File: src/rtl/bme280_sequencer.sv
// bme280_sequencer: configures a BME280 after reset through a single-byte SPI
// engine, then runs forced-mode measurements (trigger or periodic timer),
// polls the status register until the conversion finishes, reads the eight
// raw data bytes and publishes assembled pressure/temperature/humidity words.
module bme280_sequencer #(
   parameter int unsigned SAMPLE_PERIOD = 50_000_000,
   parameter int unsigned POLL_MAX      = 255,
   parameter logic [7:0]  CTRL_HUM_VAL  = 8'h01,
   parameter logic [7:0]  CTRL_MEAS_VAL = 8'h25,
   parameter logic [7:0]  CONFIG_VAL    = 8'h00
) (
   input  logic        clk,
   input  logic        reset,
   input  logic        enable,
   input  logic        trigger,
   output logic        spi_req,
   output logic        spi_rw,
   output logic [6:0]  spi_addr,
   output logic [7:0]  spi_wdata,
   input  logic        spi_done,
   input  logic [7:0]  spi_rdata,
   output logic [19:0] press_raw,
   output logic [19:0] temp_raw,
   output logic [15:0] hum_raw,
   output logic        data_valid,
   output logic        busy,
   output logic        error
);

   localparam int TIMER_W = (SAMPLE_PERIOD > 1) ? $clog2(SAMPLE_PERIOD) : 1;
   localparam int POLL_W  = $clog2(POLL_MAX + 1);
   localparam logic [TIMER_W-1:0] TIMER_LAST = TIMER_W'(SAMPLE_PERIOD - 1);
   localparam logic [POLL_W-1:0]  POLL_LAST  = POLL_W'(POLL_MAX);

   typedef enum logic [2:0] {
      ST_INIT_HUM = 3'd0,
      ST_INIT_CFG = 3'd1,
      ST_IDLE     = 3'd2,
      ST_WR_MEAS  = 3'd3,
      ST_POLL     = 3'd4,
      ST_READ     = 3'd5,
      ST_PUBLISH  = 3'd6
   } state_t;

   state_t              state_q, state_d;
   logic                spi_req_q, spi_req_d;
   logic                spi_rw_q, spi_rw_d;
   logic [6:0]          spi_addr_q, spi_addr_d;
   logic [7:0]          spi_wdata_q, spi_wdata_d;
   logic                pending_q, pending_d;
   logic [TIMER_W-1:0]  timer_q, timer_d;
   logic [POLL_W-1:0]   poll_cnt_q, poll_cnt_d;
   logic [2:0]          byte_idx_q, byte_idx_d;
   logic [7:0]          rx_buf_q [8];
   logic [7:0]          rx_buf_d [8];
   logic [19:0]         press_raw_q, press_raw_d;
   logic [19:0]         temp_raw_q, temp_raw_d;
   logic [15:0]         hum_raw_q, hum_raw_d;
   logic                data_valid_q, data_valid_d;
   logic                busy_q, busy_d;
   logic                error_q, error_d;

   logic                ack_s;
   logic                timer_tc_s;
   logic                pending_clr_s;
   logic                issue_s;
   logic                txn_rw_s;
   logic [6:0]          txn_addr_s;
   logic [7:0]          txn_wdata_s;
   logic [POLL_W-1:0]   poll_inc_s;

   // A completion only counts while a request is outstanding.
   assign ack_s      = spi_req_q & spi_done;
   assign poll_inc_s = poll_cnt_q + POLL_W'(1);

   // Periodic timer: runs while enabled, wraps at the terminal count.
   always_comb begin
      timer_tc_s = 1'b0;
      if (!enable) begin
         timer_d = '0;
      end else if (timer_q == TIMER_LAST) begin
         timer_d    = '0;
         timer_tc_s = 1'b1;
      end else begin
         timer_d = timer_q + TIMER_W'(1);
      end
   end

   // Request latch: a new request wins over the IDLE consume so none is lost.
   always_comb begin
      if (trigger || timer_tc_s) begin
         pending_d = 1'b1;
      end else if (pending_clr_s) begin
         pending_d = 1'b0;
      end else begin
         pending_d = pending_q;
      end
   end

   // Sequencer next-state, transaction fields and result assembly.
   always_comb begin
      state_d       = state_q;
      spi_req_d     = spi_req_q;
      spi_rw_d      = spi_rw_q;
      spi_addr_d    = spi_addr_q;
      spi_wdata_d   = spi_wdata_q;
      poll_cnt_d    = poll_cnt_q;
      byte_idx_d    = byte_idx_q;
      rx_buf_d      = rx_buf_q;
      press_raw_d   = press_raw_q;
      temp_raw_d    = temp_raw_q;
      hum_raw_d     = hum_raw_q;
      data_valid_d  = 1'b0;
      error_d       = error_q;
      pending_clr_s = 1'b0;
      issue_s       = 1'b0;
      txn_rw_s      = 1'b0;
      txn_addr_s    = 7'h00;
      txn_wdata_s   = 8'h00;

      case (state_q)
         ST_INIT_HUM: begin
            issue_s     = 1'b1;
            txn_addr_s  = 7'h72;
            txn_wdata_s = CTRL_HUM_VAL;
            if (ack_s) begin
               state_d = ST_INIT_CFG;
            end else begin
               state_d = ST_INIT_HUM;
            end
         end
         ST_INIT_CFG: begin
            issue_s     = 1'b1;
            txn_addr_s  = 7'h75;
            txn_wdata_s = CONFIG_VAL;
            if (ack_s) begin
               state_d = ST_IDLE;
            end else begin
               state_d = ST_INIT_CFG;
            end
         end
         ST_IDLE: begin
            if (pending_q) begin
               pending_clr_s = 1'b1;
               poll_cnt_d    = '0;
               state_d       = ST_WR_MEAS;
            end else begin
               state_d = ST_IDLE;
            end
         end
         ST_WR_MEAS: begin
            issue_s     = 1'b1;
            txn_addr_s  = 7'h74;
            txn_wdata_s = CTRL_MEAS_VAL;
            if (ack_s) begin
               state_d = ST_POLL;
            end else begin
               state_d = ST_WR_MEAS;
            end
         end
         ST_POLL: begin
            issue_s    = 1'b1;
            txn_rw_s   = 1'b1;
            txn_addr_s = 7'h73;
            if (ack_s) begin
               poll_cnt_d = poll_inc_s;
               // status[3] is the "measuring" bit
               if (!spi_rdata[3]) begin
                  byte_idx_d = 3'd0;
                  state_d    = ST_READ;
               end else if (poll_inc_s < POLL_LAST) begin
                  state_d = ST_POLL;
               end else begin
                  error_d = 1'b1;
                  state_d = ST_IDLE;
               end
            end else begin
               state_d = ST_POLL;
            end
         end
         ST_READ: begin
            issue_s    = 1'b1;
            txn_rw_s   = 1'b1;
            txn_addr_s = 7'h77 + {4'b0000, byte_idx_q};
            if (ack_s) begin
               rx_buf_d[byte_idx_q] = spi_rdata;
               if (byte_idx_q == 3'd7) begin
                  state_d = ST_PUBLISH;
               end else begin
                  byte_idx_d = byte_idx_q + 3'd1;
                  state_d    = ST_READ;
               end
            end else begin
               state_d = ST_READ;
            end
         end
         ST_PUBLISH: begin
            // xlsb/lsb nibbles carry the low 4 bits of the 20-bit words
            press_raw_d  = {rx_buf_q[0], rx_buf_q[1], rx_buf_q[2][7:4]};
            temp_raw_d   = {rx_buf_q[3], rx_buf_q[4], rx_buf_q[5][7:4]};
            hum_raw_d    = {rx_buf_q[6], rx_buf_q[7]};
            data_valid_d = 1'b1;
            error_d      = 1'b0;
            state_d      = ST_IDLE;
         end
         default: begin
            state_d = ST_INIT_HUM;
         end
      endcase

      // Shared handshake: launch from an idle bus, drop on completion, which
      // guarantees at least one low cycle between transactions.
      if (issue_s && !spi_req_q) begin
         spi_req_d   = 1'b1;
         spi_rw_d    = txn_rw_s;
         spi_addr_d  = txn_addr_s;
         spi_wdata_d = txn_wdata_s;
      end else if (ack_s) begin
         spi_req_d = 1'b0;
      end else begin
         spi_req_d = spi_req_q;
      end

      busy_d = (state_d != ST_IDLE);
   end

   // State and datapath registers; reset drops spi_req at once and reruns INIT.
   always_ff @(posedge clk or posedge reset) begin
      if (reset) begin
         state_q      <= ST_INIT_HUM;
         spi_req_q    <= 1'b0;
         spi_rw_q     <= 1'b0;
         spi_addr_q   <= 7'h00;
         spi_wdata_q  <= 8'h00;
         pending_q    <= 1'b0;
         timer_q      <= '0;
         poll_cnt_q   <= '0;
         byte_idx_q   <= 3'd0;
         for (int i = 0; i < 8; i++) begin
            rx_buf_q[i] <= 8'h00;
         end
         press_raw_q  <= 20'h00000;
         temp_raw_q   <= 20'h00000;
         hum_raw_q    <= 16'h0000;
         data_valid_q <= 1'b0;
         busy_q       <= 1'b1;
         error_q      <= 1'b0;
      end else begin
         state_q      <= state_d;
         spi_req_q    <= spi_req_d;
         spi_rw_q     <= spi_rw_d;
         spi_addr_q   <= spi_addr_d;
         spi_wdata_q  <= spi_wdata_d;
         pending_q    <= pending_d;
         timer_q      <= timer_d;
         poll_cnt_q   <= poll_cnt_d;
         byte_idx_q   <= byte_idx_d;
         rx_buf_q     <= rx_buf_d;
         press_raw_q  <= press_raw_d;
         temp_raw_q   <= temp_raw_d;
         hum_raw_q    <= hum_raw_d;
         data_valid_q <= data_valid_d;
         busy_q       <= busy_d;
         error_q      <= error_d;
      end
   end

   assign spi_req    = spi_req_q;
   assign spi_rw     = spi_rw_q;
   assign spi_addr   = spi_addr_q;
   assign spi_wdata  = spi_wdata_q;
   assign press_raw  = press_raw_q;
   assign temp_raw   = temp_raw_q;
   assign hum_raw    = hum_raw_q;
   assign data_valid = data_valid_q;
   assign busy       = busy_q;
   assign error      = error_q;

endmodule

File: config.mk
export PLATFORM = sky130hd
export DESIGN_NAME = bme280_sequencer
export DESIGN_NICKNAME = d
export VERILOG_FILES = /design/src/rtl/bme280_sequencer.sv
export SDC_FILE = /design/constraint.sdc
export NUM_CORES = 1
export LEC_CHECK = 0
export BUFFER_PORTS_ARGS = -buffer_cell sky130_fd_sc_hd__buf_2
export CORE_UTILIZATION = 45
export DETAILED_ROUTE_END_ITERATION = 8
export REMOVE_ABC_BUFFERS = 1
export SETUP_SLACK_MARGIN = 0.02
export SLEW_MARGIN = 25
export SYNTH_ARGS = -nofsm -noshare
export SYNTH_HDL_FRONTEND = slang
export SYNTH_SLANG_ARGS = --single-unit
File: constraint.sdc
create_clock -name clk -period 9.5 [get_ports clk]
set_input_delay 1.425 -clock clk [delete_from_list [all_inputs] [get_ports clk]]
set_output_delay 1.425 -clock clk [all_outputs]
set_load 0.02 [all_outputs]
Yosys cells after proc, flatten, opt, wreduce, memory -nomap -nowiden
Cells that the tools add are included.
{"block": "classes", "addsub": 4, "magnitude_cmp": 3, "eq_ne": 16, "muxes": 40, "bitwise": 2, "n_reduce_logical": 16}
{"op": "64-bit bitwise mux", "count": 1}
{"op": "26-bit two-way mux", "count": 2}
{"op": "7-bit one-hot mux with 5 select lines", "count": 1}
{"op": "3-bit two-way mux", "count": 9}
{"op": "26-bit by 1-bit adder with 26-bit output, second input constant", "count": 1}
{"op": "26-bit == test, second input constant", "count": 1}
{"op": "8-bit demux with 3-bit select", "count": 1}
{"op": "8-bit two-way mux", "count": 3}
{"op": "3-bit one-hot mux with 7 select lines", "count": 1}
{"op": "1-bit two-way mux", "count": 16}
{"op": "8-bit one-hot mux with 2 select lines", "count": 1}
{"op": "2-bit inequality test, second input constant", "count": 7}
{"op": "3-bit == test, second input constant", "count": 4}
{"op": "6-bit one-hot mux with 2 select lines", "count": 1}
{"op": "2-bit nonzero test", "count": 5}
{"op": "8-bit by 1-bit adder with 8-bit output, second input constant", "count": 1}
{"op": "8-bit less-than comparator, second input constant", "count": 1}
{"op": "5-bit by 4-bit adder with 6-bit output, first input constant", "count": 1}
{"op": "3-bit by 2-bit == test with 1-bit output, second input constant", "count": 2}
{"op": "3-bit one-hot mux with 2 select lines", "count": 1}
{"op": "5-bit AND reduction", "count": 1}
{"op": "5-bit OR reduction", "count": 1}
{"op": "4-bit >= comparator, second input constant", "count": 1}
{"op": "4-bit by 1-bit less-than comparator with 1-bit output, second input constant", "count": 1}
{"op": "15 further kinds", "count": 17}
{"block": "word_totals", "regBits": 181, "inputBits": 13}

Logic depth before layout (Yosys ltp)
{"block": "logic_depth", "ltp_word": 7, "ltp_mapped": 7, "mapped_depth_nobuf": 7}

Worst setup path before layout
OpenSTA, ideal clock, no wires.
{"block": "synth_timing", "path_type": "input to register", "from": "input port spi_done", "to": "register rx_buf_q[24] (netlist bit)", "setup_time_ns": 0.125, "arrival_time_ns": 2.601, "required_ns": 9.375, "setup_slack_ns": 6.774, "cell_stages": 5, "cell_sequence": "and2_1 clkbuf_2 nand4_4 nor3b_4 mux2_2"}
{"block": "synth_between", "elab_chain_cells": 2}
{"item": "start, declared", "line_no": "20", "source": "input logic spi_done,"}
{"item": "1-bit AND", "line_no": "73", "source": "assign ack_s = spi_req_q & spi_done;"}
{"item": "2-bit AND reduction (no line)"}
{"item": "end signal, assigned", "line_no": "258", "source": "rx_buf_q <= rx_buf_d;"}
{"item": "end, declared", "line_no": "54", "source": "logic [7:0] rx_buf_q [8];"}
Every way passes these cells.
A chain may end at the register's enable or synchronous reset.

Worst setup path after layout
{"block": "layout_timing", "from": "register spi_req_q (netlist: spi_req)", "to": "output port spi_req"}
{"item": "start, declared", "line_no": "46", "source": "logic spi_req_q, spi_req_d;"}
{"item": "start signal, assigned", "line_no": "250", "source": "spi_req_q <= spi_req_d;"}
{"item": "end, declared", "line_no": "16", "source": "output logic spi_req,"}
No word-level cell between the ends.

==> summary.md <==
| Metric | Value |
|---|---|
| Depth of the worst register-to-register path | `5` |
| Mean instance size in the synthesized netlist | `~13 um^2` |
| Pin count of the biggest net entering global routing | `90` |
| Buffers and inverters on the worst path | `1` |
| Clock latency on the worst-skew pair | `about 0.42 ns` |
| Chip Height | `127 um` |
| Area added between synthesis and finish | `15.9%` |
| Library cell with the largest summed area after synthesis | `dfrtp_1` |
| Slew of the pin with the lowest slew margin | `slightly above 0.8 ns` |
| Number of filler cells placed in the layout | `roughly 1300` |
| Overall die width | `127 um` |
| Achievable Freq | `0.381 GHz` |
| Placed Instances | `790` |
| Worst r2r src | `state_q[2]$_DFF_PP0_` |
| Routed wire length per instance | `16.2 um` |
| Fraction of final layout cells sized beyond drive strength 1 | `38.5%` |
| Stages on worst setup path | `1` |
| FFs w/ async S/R, synth | `100%` |
| Number of buffers inserted to repair setup after CTS | `0` |
| Cell variety after synth | `52` |
| Worst Min Path Start | `poll_cnt_q[7]$_DFFE_PP0P_` |
| Area enclosed by the die boundary | `16100 um^2` |
| Count of mapped cells out of synthesis | `approximately 540` |
| Worst Hold Depth | `1` |
| Result of the run | `finished clean` |
| Data arrival time of the critical path | `1.20 ns` |
| Overall Global Routing Usage | `18.0%` |
| Crit start category | `register` |
| Cell family contributing the most delay on the critical path | `flip-flops` |
| GPL Wtd Cong | `0.773` |
| Cells along the critical path | `buf_2` |
| Total of hold buffers inserted after clock tree synthesis | `0` |
| Reg-to-reg slack, setup | `6.88 ns` |
| Share of Yosys cell area claimed by the top area cell type | `58.4%` |
| DRC errors left | `0` |
| Clock slew at the register clock pins of the worst setup and hold paths | `roughly 0.060 ns` |
| Worst min-delay path category | `register to register` |
| Count of final hold-check violations | `0` |
| Final-stage net count | `640` |
| VDD IR max | `between 0.1 and 0.15 mV` |
| Input/output buffers | `83` |
| Total number of vias | `4311` |
| Post_cts resized | `0` |
| Max FO, Critical Path | `12` |
| Number of global-route vias before repair | `4398` |
| Leading cell types by total area after synthesis | `dfrtp_1, mux2_2, xor2_1` |
| Clock H-tree levels | `4` |
| Final HPWL from detailed placement | `about 9000 um` |
| Final Skew | `roughly 0.0042 ns` |
| Average via count per standard cell | `5.25` |
| Count of yosys warnings during synthesis | `0` |
| Count of flip-flops with a built-in enable after synthesis | `0` |
| Hold path endpoint | `poll_cnt_q[7]$_DFFE_PP0P_` |
| Max clock buf depth | `2` |
| Setup repair after global routing missed its margin | `false` |
| Critical register-to-register path endpoint | `rx_buf_q[51]$_DFFE_PP0P_` |
| Relative slew slack | `between 40% and 50%` |
| Clock tree sinks | `between 150 and 200` |
| Most common library cells after synthesis | `dfrtp_1, mux2_2, nor2_1` |
| Final sum of negative setup slack | `0 ns` |
| Standard-cell row count | `45` |
| Total power divided by cell area | `roughly 290 nW/um^2` |
| Most common cell in the synthesized netlist | `dfrtp_1` |
| Cell at the slowest stage of the critical path | `dfrtp_1` |
| TritonCTS clock tree | `yes` |
| Global-route congestion overflow total | `0` |
| Number of antenna violations at the first check in global routing | `0` |
| Number of standard cells in the final layout excluding fillers | `821` |
| Iteration-0 DRC Markers | `173` |
| Total setup violations reported at the end of the flow | `0` |
| Sum of routed wire length over all layers | `13300 um` |
| Required @ worst endpoint | `8.08 ns` |
| Primary FF master, synth | `dfrtp_1` |
| Area inside the core boundary | `15200 um^2` |
| Crit path largest cell delay | `between 0.5 and 0.6 ns` |
| Type of element capturing the critical path | `output pin` |
| Setup CP Type | `register to output pin` |
| Drt first pass iters | `6` |
| Static leakage | `about 4 nW` |
| Register bit total from synthesis | `165` |
| Post-synthesis sequential area ratio | `58.7%` |
| Number of clock buffers inserted by TritonCTS | `17` |
| First-pass GRT wire length | `22400 um` |
| Summed instance area of the synthesized netlist | `7030 um^2` |
| Total I/O pin count | `89` |
| Final critical-path share of the clock period | `27.6%` |
| Count of final max-slew check failures | `0` |
| Clock tree root driver cell | `clkbuf_16` |
| Initial cell density of the core | `46.2%` |
| Number of diodes added for antenna fixing | `0` |
| Number of maximum-capacitance violations | `0` |
| Remaining antenna violation count after routing | `0` |
| Final period demand of the worst path | `2.62 ns` |
## layout by cell type (no fill, tap or decap), drive strengths merged, types with 5 or more instances in the layout
cell type	synthesis	layout
nand2b	5	5
nor3	8	8
dfrtp	164	164
inv	13	14
conb	1	5
nand4	10	10
xor2	20	20
and2	5	5
o21ai	22	22
xnor2	6	6
mux2	112	112
nand2	26	26
o31ai	5	5
clkbuf	12	19
ha	6	6
and3	6	6
a21oi	8	8
clkinv	0	6
buf	18	85
nand3	21	21
nor2	41	41
nor2b	5	5
## worst max path at each step
stage / from / to
floorplan: reset / byte_idx_q[0]$_DFFE_PP0P_
global placement: reset / temp_raw[12]$_DFFE_PP0P_
detailed placement: reset / spi_addr[1]$_DFFE_PP0P_
CTS: reset / rx_buf_q[58]$_DFFE_PP0P_
global route: state_q[2]$_DFF_PP0_ / rx_buf_q[52]$_DFFE_PP0P_
finish: spi_req$_DFFE_PP0P_ / spi_req
## final cells by class
class / count / area [um^2] / area share, %
Inverter: 13 / 53.8 / 0.660
Timing Repair Buffer: 85 / 434 / 5.33
Clock buffer: 19 / 443 / 5.44
Tap cell: 188 / 235 / 2.89
Sequential cell: 165 / 4130 / 50.7
Clock inverter: 12 / 155 / 1.90
Multi-Input combinational cell: 339 / 2700 / 33.1
## layer usage
metal	vias up	track usage, %	share of wire, %
li1	2028	-	-
met1	2191	23.9	47
met2	76	28.8	48
met3	16	3.85	3.3
met4	0	7.14	1.7
met5	-	0	0
## registers in the layout, summed over array words and instances (netlist names), 2 cells and up
register and cells:
spi_addr 5, state_q 3, timer_q 26, press_raw 20, temp_raw 20, poll_cnt_q 8, rx_buf_q 56, hum_raw 16
byte_idx_q 3, spi_wdata 2
## per-stage QoR
stage | hold WS, ns | setup slack, ns | cell area [um^2] | utilization [%] | power, W
6_report | 0.484 | 6.88 | 8150 | 53.6 | 0.00236
2_1_floorplan | 0.446 | 3.61 | 6870 | - | 0.00148
3_5_place_dp | 0.469 | 6.29 | 7550 | 49.6 | 0.00170
5_1_grt | 0.507 | 6.66 | 8150 | 53.6 | 0.00250
4_1_cts | 0.483 | 6.75 | 8140 | 53.6 | 0.00239
3_3_place_gp | 0.464 | 6.37 | 7550 | 49.6 | 0.00167
## report_power, final
group | total (W) | switching, W | leakage (nW) | internal (W)
registers | 0.00107 | 0.000153 | 2.19 | 0.000918
logic | 0.000603 | 0.000328 | 1.58 | 0.000275
clock network | 0.000689 | 0.000271 | 0.289 | 0.000419
## cells by family after synthesis
| kind of cell | Yosys count | synth area share (%) |
|---|---|---|
| flops | 165 | 58.7 |
| simple gates | 141 | 11.5 |
| mux | 113 | 18.1 |
| compound gates | 48 | 4.15 |
| buf+inv | 43 | 3.15 |
| xor+xnor | 26 | 3.24 |
| fa+ha+maj | 6 | 1.07 |
| other cells | 1 | 0.0533 |
Power figures use the tool's default switching activity.
